--- src/rtl/hb_interp2.sv ---
// Halfband interpolate-by-2: one pre-adder, one 19x25 multiplier, 48-bit accumulator.
// Define HB_INTERP_SAT_EN to clamp the even-phase output instead of wrapping it.
module hb_interp2 #(
  parameter logic signed [24:0] COEF0 = 25'sh0000413,
  parameter logic signed [24:0] COEF2 = 25'sh1FFE42B,
  parameter logic signed [24:0] COEF4 = 25'sh00097C7
) (
  input  logic               clk,
  input  logic               rst,
  input  logic               s_valid,
  output logic               s_ready,
  input  logic signed [17:0] s_data,
  output logic               m_valid,
  input  logic               m_ready,
  output logic signed [17:0] m_data
);

  localparam int DATA_W = 18;
  localparam int COEF_W = 25;
  localparam int PRE_W  = DATA_W + 1;
  localparam int PROD_W = PRE_W + COEF_W;
  localparam int ACC_W  = 48;

  typedef enum logic [2:0] {IDLE, MAC0, MAC1, MAC2, OUT_A, OUT_B} state_t;

  state_t                    state, state_nxt;
  logic signed [DATA_W-1:0]  dly [6];
  logic signed [ACC_W-1:0]   acc_p1, acc_nxt;
  logic signed [DATA_W-1:0]  pa_p0, pb_p0;
  logic signed [COEF_W-1:0]  coef_p0;
  logic signed [PRE_W-1:0]   pre_p0;
  logic signed [PROD_W-1:0]  prod_p0;
  logic                      take;

  // Round half up at bit 15; the shift by 16 also applies the x2 interpolation gain.
  function automatic logic signed [31:0] rnd_q16(input logic signed [ACC_W-1:0] a);
    logic signed [ACC_W-1:0] t;
    t = a + 48'sd32768;
    return 32'(t >>> 16);
  endfunction

  function automatic logic signed [DATA_W-1:0] sat_out(input logic signed [31:0] y);
`ifdef HB_INTERP_SAT_EN
    if (y > 32'sd131071)
      return 18'sh1FFFF;
    else if (y < -32'sd131072)
      return 18'sh20000;
    else
      return DATA_W'(y);
`else
    return DATA_W'(y);
`endif
  endfunction

  assign take = s_valid && s_ready;

  always_comb begin
    state_nxt = state;
    case (state)
      IDLE:    if (take) state_nxt = MAC0;
      MAC0:    state_nxt = MAC1;
      MAC1:    state_nxt = MAC2;
      MAC2:    state_nxt = OUT_A;
      OUT_A:   if (m_ready) state_nxt = OUT_B;
      OUT_B:   if (m_ready) state_nxt = IDLE;
      default: state_nxt = IDLE;
    endcase
  end

  always_ff @(posedge clk or posedge rst) begin
    if (rst) begin
      state   <= IDLE;
      s_ready <= 1'b0;
      m_valid <= 1'b0;
    end else begin
      state   <= state_nxt;
      s_ready <= (state_nxt == IDLE);
      if (state == MAC2)
        m_valid <= 1'b1;
      else if (state == OUT_B && m_ready)
        m_valid <= 1'b0;
    end
  end

  // Stage p0: symmetric tap pair selection, pre-add and multiply
  always_comb begin
    pa_p0   = '0;
    pb_p0   = '0;
    coef_p0 = '0;
    case (state)
      MAC0: begin pa_p0 = dly[0]; pb_p0 = dly[5]; coef_p0 = COEF0; end
      MAC1: begin pa_p0 = dly[1]; pb_p0 = dly[4]; coef_p0 = COEF2; end
      MAC2: begin pa_p0 = dly[2]; pb_p0 = dly[3]; coef_p0 = COEF4; end
      default: ;
    endcase
  end

  assign pre_p0  = PRE_W'(pa_p0) + PRE_W'(pb_p0);
  assign prod_p0 = PROD_W'(pre_p0) * PROD_W'(coef_p0);
  assign acc_nxt = acc_p1 + ACC_W'(prod_p0);

  // Stage p1: accumulator, delay line and registered output data
  always_ff @(posedge clk or posedge rst) begin
    if (rst) begin
      acc_p1 <= '0;
      m_data <= '0;
      for (int k = 0; k < 6; k++) dly[k] <= '0;
    end else begin
      case (state)
        IDLE: begin
          if (take) begin
            dly[0] <= s_data;
            for (int k = 1; k < 6; k++) dly[k] <= dly[k-1];
            acc_p1 <= '0;
          end
        end
        MAC0, MAC1: acc_p1 <= acc_nxt;
        MAC2: begin
          acc_p1 <= acc_nxt;
          m_data <= sat_out(rnd_q16(acc_nxt));
        end
        OUT_A: if (m_ready) m_data <= dly[2];
        default: ;
      endcase
    end
  end

endmodule

--- config.mk ---
export PLATFORM = sky130hd
export DESIGN_NAME = hb_interp2
export DESIGN_NICKNAME = d
export VERILOG_FILES = /design/src/rtl/hb_interp2.sv
export SDC_FILE = /design/constraint.sdc
export NUM_CORES = 1
export LEC_CHECK = 0
export ABC_AREA = 0
export BUFFER_PORTS_ARGS = -buffer_cell sky130_fd_sc_hd__buf_2
export CORE_AREA = 5 5 227 174
export DETAILED_ROUTE_END_ITERATION = 12
export DIE_AREA = 0 0 232 179
export PLACE_DENSITY = 0.69
export SETUP_SLACK_MARGIN = 0.15
export SLEW_MARGIN = 30
export SYNTH_ARGS = -nofsm -noshare
export SYNTH_HDL_FRONTEND = slang
export SYNTH_SLANG_ARGS = --single-unit
export TNS_END_PERCENT = 5
--- constraint.sdc ---
create_clock -name clk -period 12.1 [get_ports clk]
set_clock_uncertainty 0.1 [all_clocks]
set_input_delay 2.42 -clock clk [delete_from_list [all_inputs] [get_ports clk]]
set_output_delay 2.42 -clock clk [all_outputs]
set_load 0.02 [all_outputs]
# == Word level (Yosys, flattened, before mapping) ==
# Cells that the tools add are included.
# word_totals
register_bits,179
input_bits,22
output_inout_bits,20
wordCells,46
# classes
addsub,3
mul,1
n_eq_ne,7
muxes,13
reduce_logical,11
# ops
op,n
18-bit one-hot mux with 3 select lines,2
48-bit one-hot mux with 2 select lines,1
25-bit one-hot mux with 3 select lines,1
48-bit by 44-bit adder with 48-bit output,1
48-bit 2-to-1 mux,1
19-bit by 25-bit multiplier with 44-bit output,1
18-bit one-hot mux with 2 select lines,1
34-bit by 17-bit adder with 34-bit output (second input constant),1
18-bit by 18-bit adder with 19-bit output,1
18-bit 2-to-1 mux,1
3-bit one-hot mux with 6 select lines,1
3-bit 2-to-1 mux,3
3-bit by 2-bit equality test with 1-bit output (second input constant),2
3-bit equality test (second input constant),2
3-bit logical NOT,2
2-bit AND reduction,3
2-bit nonzero test,3
2-bit inequality test (second input constant),2
3-bit by 1-bit equality test with 1-bit output (second input constant),1
3-bit OR reduction,1
1-bit logical AND,2
1-bit 2-to-1 mux,2

# == Longest topological paths before layout ==
# Gate-level depths: netlist (run 1).
# depth
word_depth,7
depth_mapped,46
mapped_depth_nobuf,44

# == Worst setup path after synthesis (run 1) ==
# Ideal clock, no wire load.
# synth_timing
path_type,reg2reg
startpoint,register state[0]
endpoint,register m_data[17]
setup_ns,0.137
arrival_ns,9.641
required_ns,11.863
path_slack_ns,2.223
stages_incl_launch_ff,40
path_buffers,3
synth_period_minus_slack_ns,9.877
path_cell_list,dfrtp_1 buf_1 buf_1 mux2_2 a22oi_1 nor2_1 ha_1 or4_1 nor4_1 nor2_1 o21a_1 xnor2_1 nor2_1 inv_1 nor2_1 fa_1 fa_1 fa_1 [4 not listed] inv_1 fa_1 fa_1 inv_1 ha_1 buf_2 a21oi_1 o21ai_0 a311oi_2 ha_1 inv_1 a211oi_1 nand4_2 nor4_4 nand2_1 nor4_2 xnor2_1 a21oi_1
# synth_between
elab_chain_len,7
word_cells_on_any_way,15
classes_between,3 x add/sub; 1 x mul; 5 x eq/ne; 4 x mux; 2 x reduce/logical
# synth_rtl
element,line_no,text
"start, declared",26,"state_t state, state_nxt;"
"start signal, assigned",76,state <= state_nxt;
3-bit by 2-bit equality test with 1-bit output (tied with other cells),"90, 109",
18-bit one-hot mux with 3 select lines,90,case (state)
18-bit by 18-bit adder with 19-bit output,98,assign pre_p0 = PRE_W'(pa_p0) + PRE_W'(pb_p0);
19-bit by 25-bit multiplier with 44-bit output,99,assign prod_p0 = PROD_W'(pre_p0) * PROD_W'(coef_p0);
48-bit by 44-bit adder with 48-bit output,100,assign acc_nxt = acc_p1 + ACC_W'(prod_p0);
34-bit by 17-bit adder with 34-bit output,38,t = a + 48'sd32768;
18-bit one-hot mux with 2 select lines,109,case (state)
"end signal, assigned",120,m_data <= sat_out(rnd_q16(acc_nxt));
"end signal, assigned",122,OUT_A: if (m_ready) m_data <= dly[2];
"end, declared",15,output logic signed [17:0] m_data
# Several ways; a longest one is shown, not always the timed one.
# A chain may end at the register's enable or synchronous reset.

# == Final worst setup path (run 1) ==
# layout_timing
startpoint,register state[0]
endpoint,register acc_p1[33]
# layout_between
elab_chain_len,6
word_cells_on_any_way,15
classes_between,2 x add/sub; 1 x mul; 4 x eq/ne; 4 x mux; 4 x reduce/logical
# layout_rtl
element,line_no,text
3-bit by 2-bit equality test with 1-bit output or 3-bit by 1-bit equality test with 1-bit output (tied branches),"90, 109",
18-bit one-hot mux with 3 select lines,90,
18-bit by 18-bit adder with 19-bit output,98,
19-bit by 25-bit multiplier with 44-bit output,99,
48-bit by 44-bit adder with 48-bit output,100,
48-bit one-hot mux with 2 select lines,109,
"end signal, assigned",117,"MAC0, MAC1: acc_p1 <= acc_nxt;"
"end signal, assigned",119,acc_p1 <= acc_nxt;
"end, declared",28,"logic signed [ACC_W-1:0] acc_p1, acc_nxt;"
# Several ways; a longest one is shown, not always the timed one.

==> reports/qor.txt, run 1 <==
Synth area leader: fa_1
core region area: 0.0368 mm2
nets@finish: 2545
Cell Area, Synth: 0.0204 mm2
fill count: 3134
FF+latch count, synth: 165
hold_sp: m_data[9]
crit path DAT: 11530 ps
Ys Warns: 0
CTS Sinks: 165
Final HPWL DP: 42500 um
Critical Path RT: 12290 ps
Sum Neg Setup Slack: 0 ps
Via density: 5.52
net count after synthesis: 2528
first-pass GRT wire length: 84600 um
clk_lat worst skew: 430 ps
ranking of synthesized cells by area: fa_1 (32%), dfrtp_1 (20%), ha_1 (9.5%), inv_1 (8.2%), mux2_2 (7.9%)
TritonCTS Buffers: 17
ratio of cells with drive above 1 in the final layout: 0.137
DRC viols: 0
Port Buffers: 41
number of max-cap violations: 0
crit path max fanout: 30
Die Area: 0.0415 mm2
CP Launch Type: flip-flop
Syn Area/Cell: 10.1 um2
crit path kind: flip-flop to flip-flop
total number of vias: 14110
WL per Instance: 20.1 um
die height: 179 um
cts hold-fix bufs: 0
Period minus WS final: 11340 ps
H-tree depth: 4
Post-synth ARST share: 1.00
Finished Cell Area: 0.0218 mm2
Buf+Inv Stages, Crit Path: 7
Synth top cells by count: inv_1 (444), fa_1 (331), dfrtp_1 (165)
CTS tree: yes
starting DRC count in detailed routing: 1136
number of synthesized flops with an enable pin: 0
Placement Rows: 61
post-CTS setup buffer count: 0
largest net degree at the start of global routing: 86
Max Slew Vio Count: 0
vias in the first global route: 15243
slowest CP cell: dfrtp_4
CP delay by family, top: adder cells
CTS clk-pin slew, worst paths: 70 ps
RSZ-0062 raised after global routing: no
# IOs: 42
Reg area: 0.00413 mm2
GPL Wtd Cong: 0.965
top-area cell type share of the netlist area: 0.324
slowest cell delay on critical path: 680 ps
Layout area overhead: 6.62%
# setup viols final: 0
max frequency: 88.1 MHz
Total GRT Usage: 0.263
Worst Tran Pin Value: 1010 ps
worst rel slew slack: 0.325
clock buffer depth: 2
register area share after synthesis: 0.202
Detail Route Antenna Nets: 0
Hold/Removal Path Class: flip-flop to flip-flop
outcome: finished clean
antenna violations before repair: 1
worst r2r src: state[0]
Post-Synthesis Cells: 2020
Chip Width: 232 um
Worst Setup SP: state[0]
n_diodes: 0
Fin. Hold Viols: 0
CP endpoint kind: flip-flop
area of the multi-input gates: 0.0144 mm2
CTS root buffer: clkbuf_16
TritonRoute pass-1 iters: 6
ys flop type: dfrtp_1
Congestion Overflow GR: 0
Netlist cell types: 75
period utilization: 0.938
most common cell in the netlist: inv_1
starting density of the core: 0.556
Post-Layout Cell Count: 2554
Routed WL: 51400 um
Cell Count Post-Placement: 2522
Placed Area: 0.0212 mm2
metal layers:
metal  vias to the layer above  track usage  wire length (um)
met5                         -       0.0144                75
met4                         2       0.0551              1010
met1                      7181        0.382             23100
li1                       6412            -                 -
met2                       452        0.418             23900
met3                        63       0.0484              3270
layout make-up:
| class | count | share of cell area |
|---|---|---|
| multi-input combinational | 1349 | 0.663 |
| sequential | 165 | 0.190 |
| inverter | 444 | 0.0767 |
| tap | 504 | 0.0289 |
| clock buffer | 17 | 0.0195 |
| timing repair buffer | 60 | 0.0163 |
| clock inverter | 15 | 0.00626 |
cells by family (layout without fill, tap and decap cells):
family                     Yosys count  after routing  share of synthesized area
adders and majority gates          486            486                      0.419
DFF                                165            165                      0.202
and+or+nand+nor                    376            376                     0.0862
buffers and inverters              506            536                     0.0930
AOI/OAI and AO/OA                  262            262                     0.0849
xor gates and xnor gates            80             80                     0.0350
muxes                              145            145                     0.0798
metrics by stage:
stage	hold WS [ps]	setup slack, ps	util
global route	414	181	0.592
finish	377	755	0.592
floorplan	377	2220	-
detailed placement	368	702	0.577
global placement	359	872	0.577
CTS	384	647	0.592
registers in the layout (all words and copies together) (netlist names):
name / count
dly: 108
acc_p1: 34
m_data: 18
state: 3
m_valid: 1
s_ready: 1
final timing paths:
| kind | to | slack (ps) | cells past startpoint |
|---|---|---|---|
| max | acc_p1[33] | 760 | 37 |
| min | m_data[9] | 380 | 2 |
| max reg2reg | acc_p1[33] | 760 | 37 |
| min reg2reg | m_data[9] | 380 | 2 |
| max in group asynchronous | state[0] | 8600 | 3 |
| min in group asynchronous | dly[91] | 2050 | 2 |
worst reg2reg max path: cells and delay by family (launching register included):
kind	cells	cell delay, ps
buf+inv	7	640
flops	1	680
compound gates	10	2510
xor+xnor	4	1130
simple gates	7	2200
fa+ha+maj	9	3940
placed cells by master (no fill, tap or decap), types with 41 or more instances in the layout:
cell | synthesis | routed
a21oi_1 | 64 | 63
buf_2 | 1 | 41
dfrtp_1 | 165 | 163
fa_1 | 331 | 331
ha_1 | 155 | 155
inv_1 | 444 | 443
mux2_2 | 144 | 144
nand2_1 | 122 | 122
nor2_1 | 135 | 133
o21ai_0 | 47 | 47
xnor2_1 | 49 | 49
what timing repair did:
item / 4_1_cts / 5_1_grt
resized for setup: 0 / 4
endpoints found under the setup margin: 0 / 8
endpoints found under the hold margin: 0 / 0
Power of run 1 is left out: the tool's default activity adds up to more than one toggle a clock period on the data nets, which glitch-free logic cannot reach.
==> inputs of run 2 (changes only) <==
--- a/config.mk
+++ b/config.mk
@@ -10,7 +10,7 @@
 export CORE_AREA = 5 5 227 174
 export DETAILED_ROUTE_END_ITERATION = 12
 export DIE_AREA = 0 0 232 179
-export PLACE_DENSITY = 0.69
+export PLACE_DENSITY = 0.72
 export SETUP_SLACK_MARGIN = 0.15
 export SLEW_MARGIN = 30
 export SYNTH_ARGS = -nofsm -noshare
==> run 2 against run 1 <==
Net effect: die area unchanged; worst setup slack worse by 50 ps; critical path depth up 2; highest routed layer is now met4; global-route usage about the same; flip-flop and latch count unchanged; count of clock-buffer cells in the layout up 6.
==> reports/qor.txt, run 2 (synthesized netlist as in run 1, its figures left out) <==
worst rel slew slack: 0.274 (-0.0503)
max reg flops: 108 (unchanged)
Buf+Inv Stages, Crit Path: 7 (unchanged)
Die Area: 0.0415 mm2 (unchanged)
Worst Tran Pin Value: 1080 ps (+70.6 ps)
first-pass GRT wire length: 84500 um (-0.15%)
n_diodes: 0 (unchanged)
starting density of the core: 0.556 (unchanged)
core region area: 0.0368 mm2 (unchanged)
die height: 179 um (unchanged)
Routed WL: 51400 um (-0.18%)
post-CTS setup buffer count: 0 (unchanged)
Total GRT Usage: 0.262 (-0.000497)
most used cell, CP: fa_1
Min Hold Slack: 380 ps (+2.38 ps)
commonest non-fill, non-tap cell in the layout: inv_1
vias in the first global route: 15362 (+0.78%)
max frequency: 87.8 MHz (-0.44%)
DRC viols: 0 (unchanged)
Detail Route Antenna Nets: 0 (unchanged)
# setup viols final: 0 (unchanged)
Final HPWL DP: 42200 um (-0.64%)
CP endpoint kind: flip-flop
Port Buffers: 41 (unchanged)
CTS Sinks: 165 (unchanged)
nets@finish: 2547 (+0.079%)
CTS tree: yes
clock buffer depth: 2 (unchanged)
Chip Width: 232 um (unchanged)
CTS root buffer: clkbuf_16
crit path kind: flip-flop to flip-flop
Hold/Removal Path Class: flip-flop to flip-flop
number of max-cap violations: 0 (unchanged)
Placement Rows: 61 (unchanged)
Reg area: 0.00413 mm2 (unchanged)
largest registers: dly: 108 flops, acc_p1: 34 flops, m_data: 18 flops
cts hold-fix bufs: 0 (unchanged)
Fin. Hold Viols: 0 (unchanged)
largest net degree at the start of global routing: 85 (-1.2%)
TritonCTS Buffers: 17 (unchanged)
TritonRoute pass-1 iters: 5 (-1)
total number of vias: 14306 (+1.4%)
H-tree depth: 4 (unchanged)
slowest CP cell: dfrtp_4
Period minus WS final: 11390 ps (+49.6 ps)
Max Slew Vio Count: 0 (unchanged)
antenna violations before repair: 0 (-1)
GPL Wtd Cong: 0.947 (-1.8%)
area of the multi-input gates: 0.0144 mm2 (about the same)
starting DRC count in detailed routing: 1033 (-9.1%)
CP delay by family, top: adder cells
Most flops, register: dly
WL per Instance: 20.1 um (-0.25%)
ratio of cells with drive above 1 in the final layout: 0.135 (-0.00111)
RSZ-0062 raised after global routing: no
outcome: finished clean
crit path DAT: 11590 ps (+60 ps)
post_cts resized: 0 (unchanged)
slowest cell delay on critical path: 650 ps (-30 ps)
period utilization: 0.942 (+0.00410)
Sum Neg Setup Slack: 0 ps (unchanged)
# IOs: 42 (unchanged)
most frequent cells in the layout: inv_1 (443), fa_1 (331), dfrtp_1 (163), ha_1 (155), mux2_2 (144)
clk_lat worst skew: 440 ps (about the same)
crit path max fanout: 33 (+10%)
Cell Count Post-Placement: 2524 (+0.079%)
Post-Layout Cell Count: 2556 (+0.078%)
Congestion Overflow GR: 0 (unchanged)
CTS clk-pin slew, worst paths: 70 ps (about the same)
Critical Path RT: 12290 ps (about the same)
CP Launch Type: flip-flop
Layout area overhead: 6.84%
fill count: 3139 (+0.16%)
Via density: 5.60 (+1.3%)
## run 2: cell types whose count changed in the layout (fill, tap and decap cells not counted), moves of 2 or more
cell,delta
clkinvlp_4,-3
clkbuf_8,+3
buf_4,+2
clkbuf_1,+3
bufinv_16,+2
inv_8,-3
## run 2: cell type report
class	instances	share of cell area
flip-flops and latches	165	0.189
clock inverters	9	0.00527
repair buffers	62	0.0170
multi-input cells	1349	0.661
well taps	504	0.0289
clock buffers	23	0.0219
inverters	444	0.0765
## run 2: layer usage
| metal | share of wire | track usage | wire [um] | up-vias |
|---|---|---|---|---|
| met5 | 0 | 0 | 0 | - |
| met3 | 0.071 | 0.0494 | 3670 | 63 |
| met2 | 0.46 | 0.411 | 23400 | 501 |
| met4 | 0.019 | 0.0591 | 964 | 0 |
| met1 | 0.45 | 0.385 | 23300 | 7325 |
| li1 | - | - | - | 6417 |
## run 2: final timing paths
check / startpoint / end / slack, ps / cells past startpoint
worst max-delay path: state[0] / acc_p1[33] / 710 / 39
worst min-delay path: m_data[7] / m_data[7] / 380 / 2
worst max register to register: state[0] / acc_p1[33] / 710 / 39
worst min register to register: m_data[7] / m_data[7] / 380 / 2
max in group asynchronous: rst / state[0] / 8620 / 3
min in group asynchronous: rst / acc_p1[1] / 2030 / 2
## run 2: stage by stage
step	util	setup WS [ps]	area [um2]
floorplan	-	2220	20400
global placement	0.577	877	21200
detailed placement	0.577	793	21200
CTS	0.593	736	21800
global route	0.594	160	21800
finish	0.594	706	21800
## run 2: tightest hold or removal path, cell delays in order (launching register included)
cell and delay (ps):
dfrtp_1 340, nand2_1 40, o21ai_0 60
Power of run 2 is left out for the same reason.
==> inputs of run 3 (changes only) <==
--- a/config.mk
+++ b/config.mk
@@ -5,11 +5,11 @@
 export SDC_FILE = /design/constraint.sdc
 export NUM_CORES = 1
 export LEC_CHECK = 0
-export ABC_AREA = 0
+export ABC_AREA = 1
 export BUFFER_PORTS_ARGS = -buffer_cell sky130_fd_sc_hd__buf_2
-export CORE_AREA = 5 5 227 174
+export CORE_AREA = 5 5 232 178
 export DETAILED_ROUTE_END_ITERATION = 12
-export DIE_AREA = 0 0 232 179
+export DIE_AREA = 0 0 237 183
 export PLACE_DENSITY = 0.72
 export SETUP_SLACK_MARGIN = 0.15
 export SLEW_MARGIN = 30
==> run 3 against run 2 <==
Net effect: non-clock buffer count rose by 12; fmax rose by 1.5%; register-to-register slack improved by 160 ps; via count rose by 17%; critical path type unchanged; critical endpoint is now m_data[16].
==> reports/qor.txt, run 3 <==
Critical Path RT: 12340 ps (+50 ps)
Placement Rows: 63 (+3.3%)
core region area: 0.0389 mm2 (+5.6%)
commonest non-fill, non-tap cell in the layout: inv_1
ranking of synthesized cells by area: fa_1 (31%), dfrtp_1 (19%), inv_1 (12%), ha_1 (9.1%), nand2_1 (9.0%)
Cell Count Post-Placement: 3129 (+24%)
flop-to-flop setup slack: 870 ps (+160 ps)
top-area cell type share of the netlist area: 0.310 (-0.0139)
CTS Sinks: 165 (unchanged)
slowest CP cell: fa_1
Port Buffers: 41 (unchanged)
number of synthesized flops with an enable pin: 0 (unchanged)
WL per Instance: 18.8 um (-6.6%)
net count after synthesis: 3102 (+23%)
crit path kind: flip-flop to flip-flop
n_diodes: 0 (unchanged)
Layout area overhead: 7.19%
first-pass GRT wire length: 95400 um (+13%)
hold_sp: dly[49]
CTS root buffer: clkbuf_16
most used cell, CP: nand2_1
Detail Route Antenna Nets: 0 (unchanged)
Worst Tran Pin Value: 973 ps (-110 ps)
Cell Area, Synth: 0.0214 mm2 (+4.5%)
CTS tree: yes
clk_lat worst skew: 450 ps (about the same)
GPL Wtd Cong: 1.01 (+6.9%)
Synth top cells by count: inv_1 (670), nand2_1 (510), fa_1 (331)
Ys Warns: 0 (unchanged)
Max Slew Vio Count: 0 (unchanged)
clock buffer depth: 2 (unchanged)
WHS Path Cells: 2 (unchanged)
die height: 183 um (+2.2%)
Most flops, register: dly
vias in the first global route: 17243 (+12%)
CTS clk-pin slew, worst paths: 70 ps (about the same)
# setup viols final: 0 (unchanged)
number of max-cap violations: 0 (unchanged)
CP endpoint kind: flip-flop
worst rel slew slack: 0.351 (+0.0768)
antenna violations before repair: 1 (+1)
Worst Setup SP: state[0]
crit path max fanout: 29 (-12%)
post-CTS setup buffer count: 0 (unchanged)
Post-Synthesis Cells: 2594 (+28%)
TritonCTS Buffers: 17 (unchanged)
RSZ-0062 raised after global routing: yes
reg2reg end: m_data[16]
H-tree depth: 4 (unchanged)
Sum Neg Setup Slack: 0 ps (unchanged)
total number of vias: 16796 (+17%)
most common cell in the netlist: inv_1
Buf+Inv Stages, Crit Path: 13 (+6)
TritonRoute pass-1 iters: 5 (unchanged)
Die Area: 0.0434 mm2 (+4.4%)
Post-Layout Cell Count: 3160 (+24%)
Hold/Removal Path Class: flip-flop to flip-flop
largest net degree at the start of global routing: 102 (+20%)
CP delay by family, top: adder cells
# IOs: 42 (unchanged)
Congestion Overflow GR: 0 (unchanged)
DRC viols: 0 (unchanged)
largest registers: dly: 108 flops, acc_p1: 34 flops, m_data: 18 flops
CP Launch Type: flip-flop
starting density of the core: 0.550 (-0.00601)
outcome: finished clean
Netlist cell types: 45 (-40%)
Period minus WS final: 11230 ps (-163 ps)
FF+latch count, synth: 165 (unchanged)
crit path DAT: 11470 ps (-120 ps)
Chip Width: 237 um (+2.2%)
Post-synth ARST share: 1.00 (unchanged)
Via density: 5.32 (-5.0%)
ratio of cells with drive above 1 in the final layout: 0.0871 (-0.0484)
Final HPWL DP: 50100 um (+19%)
nets@finish: 3136 (+23%)
max frequency: 89.0 MHz (+1.5%)
worst r2r src: state[0]
register area share after synthesis: 0.193 (-0.00869)
max reg flops: 108 (unchanged)
Worst Hold End: dly[49]
Reg2Reg Depth: 48 (+23%)
ys flop type: dfrtp_1
period utilization: 0.928 (-0.0135)
Syn Area/Cell: 8.23 um2 (-19%)
Fin. Hold Viols: 0 (unchanged)
starting DRC count in detailed routing: 1310 (+27%)
Synth area leader: fa_1
Total GRT Usage: 0.284 (+0.0216)
slowest cell delay on critical path: 560 ps (-90 ps)
most frequent cells in the layout: inv_1 (669), nand2_1 (510), fa_1 (331), dfrtp_1 (165), ha_1 (155)
Routed WL: 59300 um (+15%)
run 3: area by class of cell:
type,instances,area (um2)
Fill cell,3521,16000
Tap cell,520,651
Multi-Input combinational cell,1675,14400
Timing Repair Buffer,74,457
Inverter,695,2620
Clock buffer,19,453
Clock inverter,12,143
Sequential cell,165,4130
run 3: routing by layer:
metal  up-vias  track usage  routed length, um
met5         -            0                  0
met4         0       0.0815               1740
met3        80       0.0878               5770
met2       642        0.412              25000
met1      8251        0.416              26800
li1       7823            -                  -
run 3: how the worst max path moves through the flow:
stage | to | slack (ps) | cells after the start
final | m_data[16] | 870 | 48
after global routing | m_data[5] | 60 | 44
after CTS | m_data[16] | 810 | 46
after detailed placement | m_data[16] | 860 | 46
after global placement | m_data[16] | 1030 | 46
after floorplan | m_data[13] | 3010 | 47
run 3: cell families after synthesis:
| family | Yosys count | share of synthesized area |
|---|---|---|
| adders and majority gates | 486 | 0.401 |
| xor gates and xnor gates | 38 | 0.0163 |
| buffers and inverters | 754 | 0.133 |
| DFF | 165 | 0.193 |
| AOI/OAI and AO/OA | 245 | 0.0664 |
| and+or+nand+nor | 892 | 0.183 |
| muxes | 14 | 0.00738 |
run 3: what timing repair did:
action                     4_1_cts  5_1_grt
resized for setup                0        4
setup endpoints to repair        0        5
hold buffers                     0        0
run 3: worst reg2reg max path: cells and delay by family, from the launching register on:
family	cells	cell delay (ps)
adders and majority gates	9	4220
xor gates and xnor gates	1	150
DFF	1	470
AOI/OAI and AO/OA	4	1240
and+or+nand+nor	21	3250
buffers and inverters	13	1700
run 3: metrics by stage:
| step | hold slack (ps) | worst slack [ps] | util | cell area (um2) |
|---|---|---|---|---|
| after detailed placement | 366 | 858 | 0.573 | 22300 |
| final | 385 | 869 | 0.589 | 22900 |
| after CTS | 389 | 808 | 0.588 | 22900 |
| after global routing | 411 | 59.6 | 0.589 | 22900 |
| after floorplan | 353 | 3010 | - | 21400 |
| after global placement | 363 | 1030 | 0.573 | 22300 |
Power of run 3 is left out for the same reason.
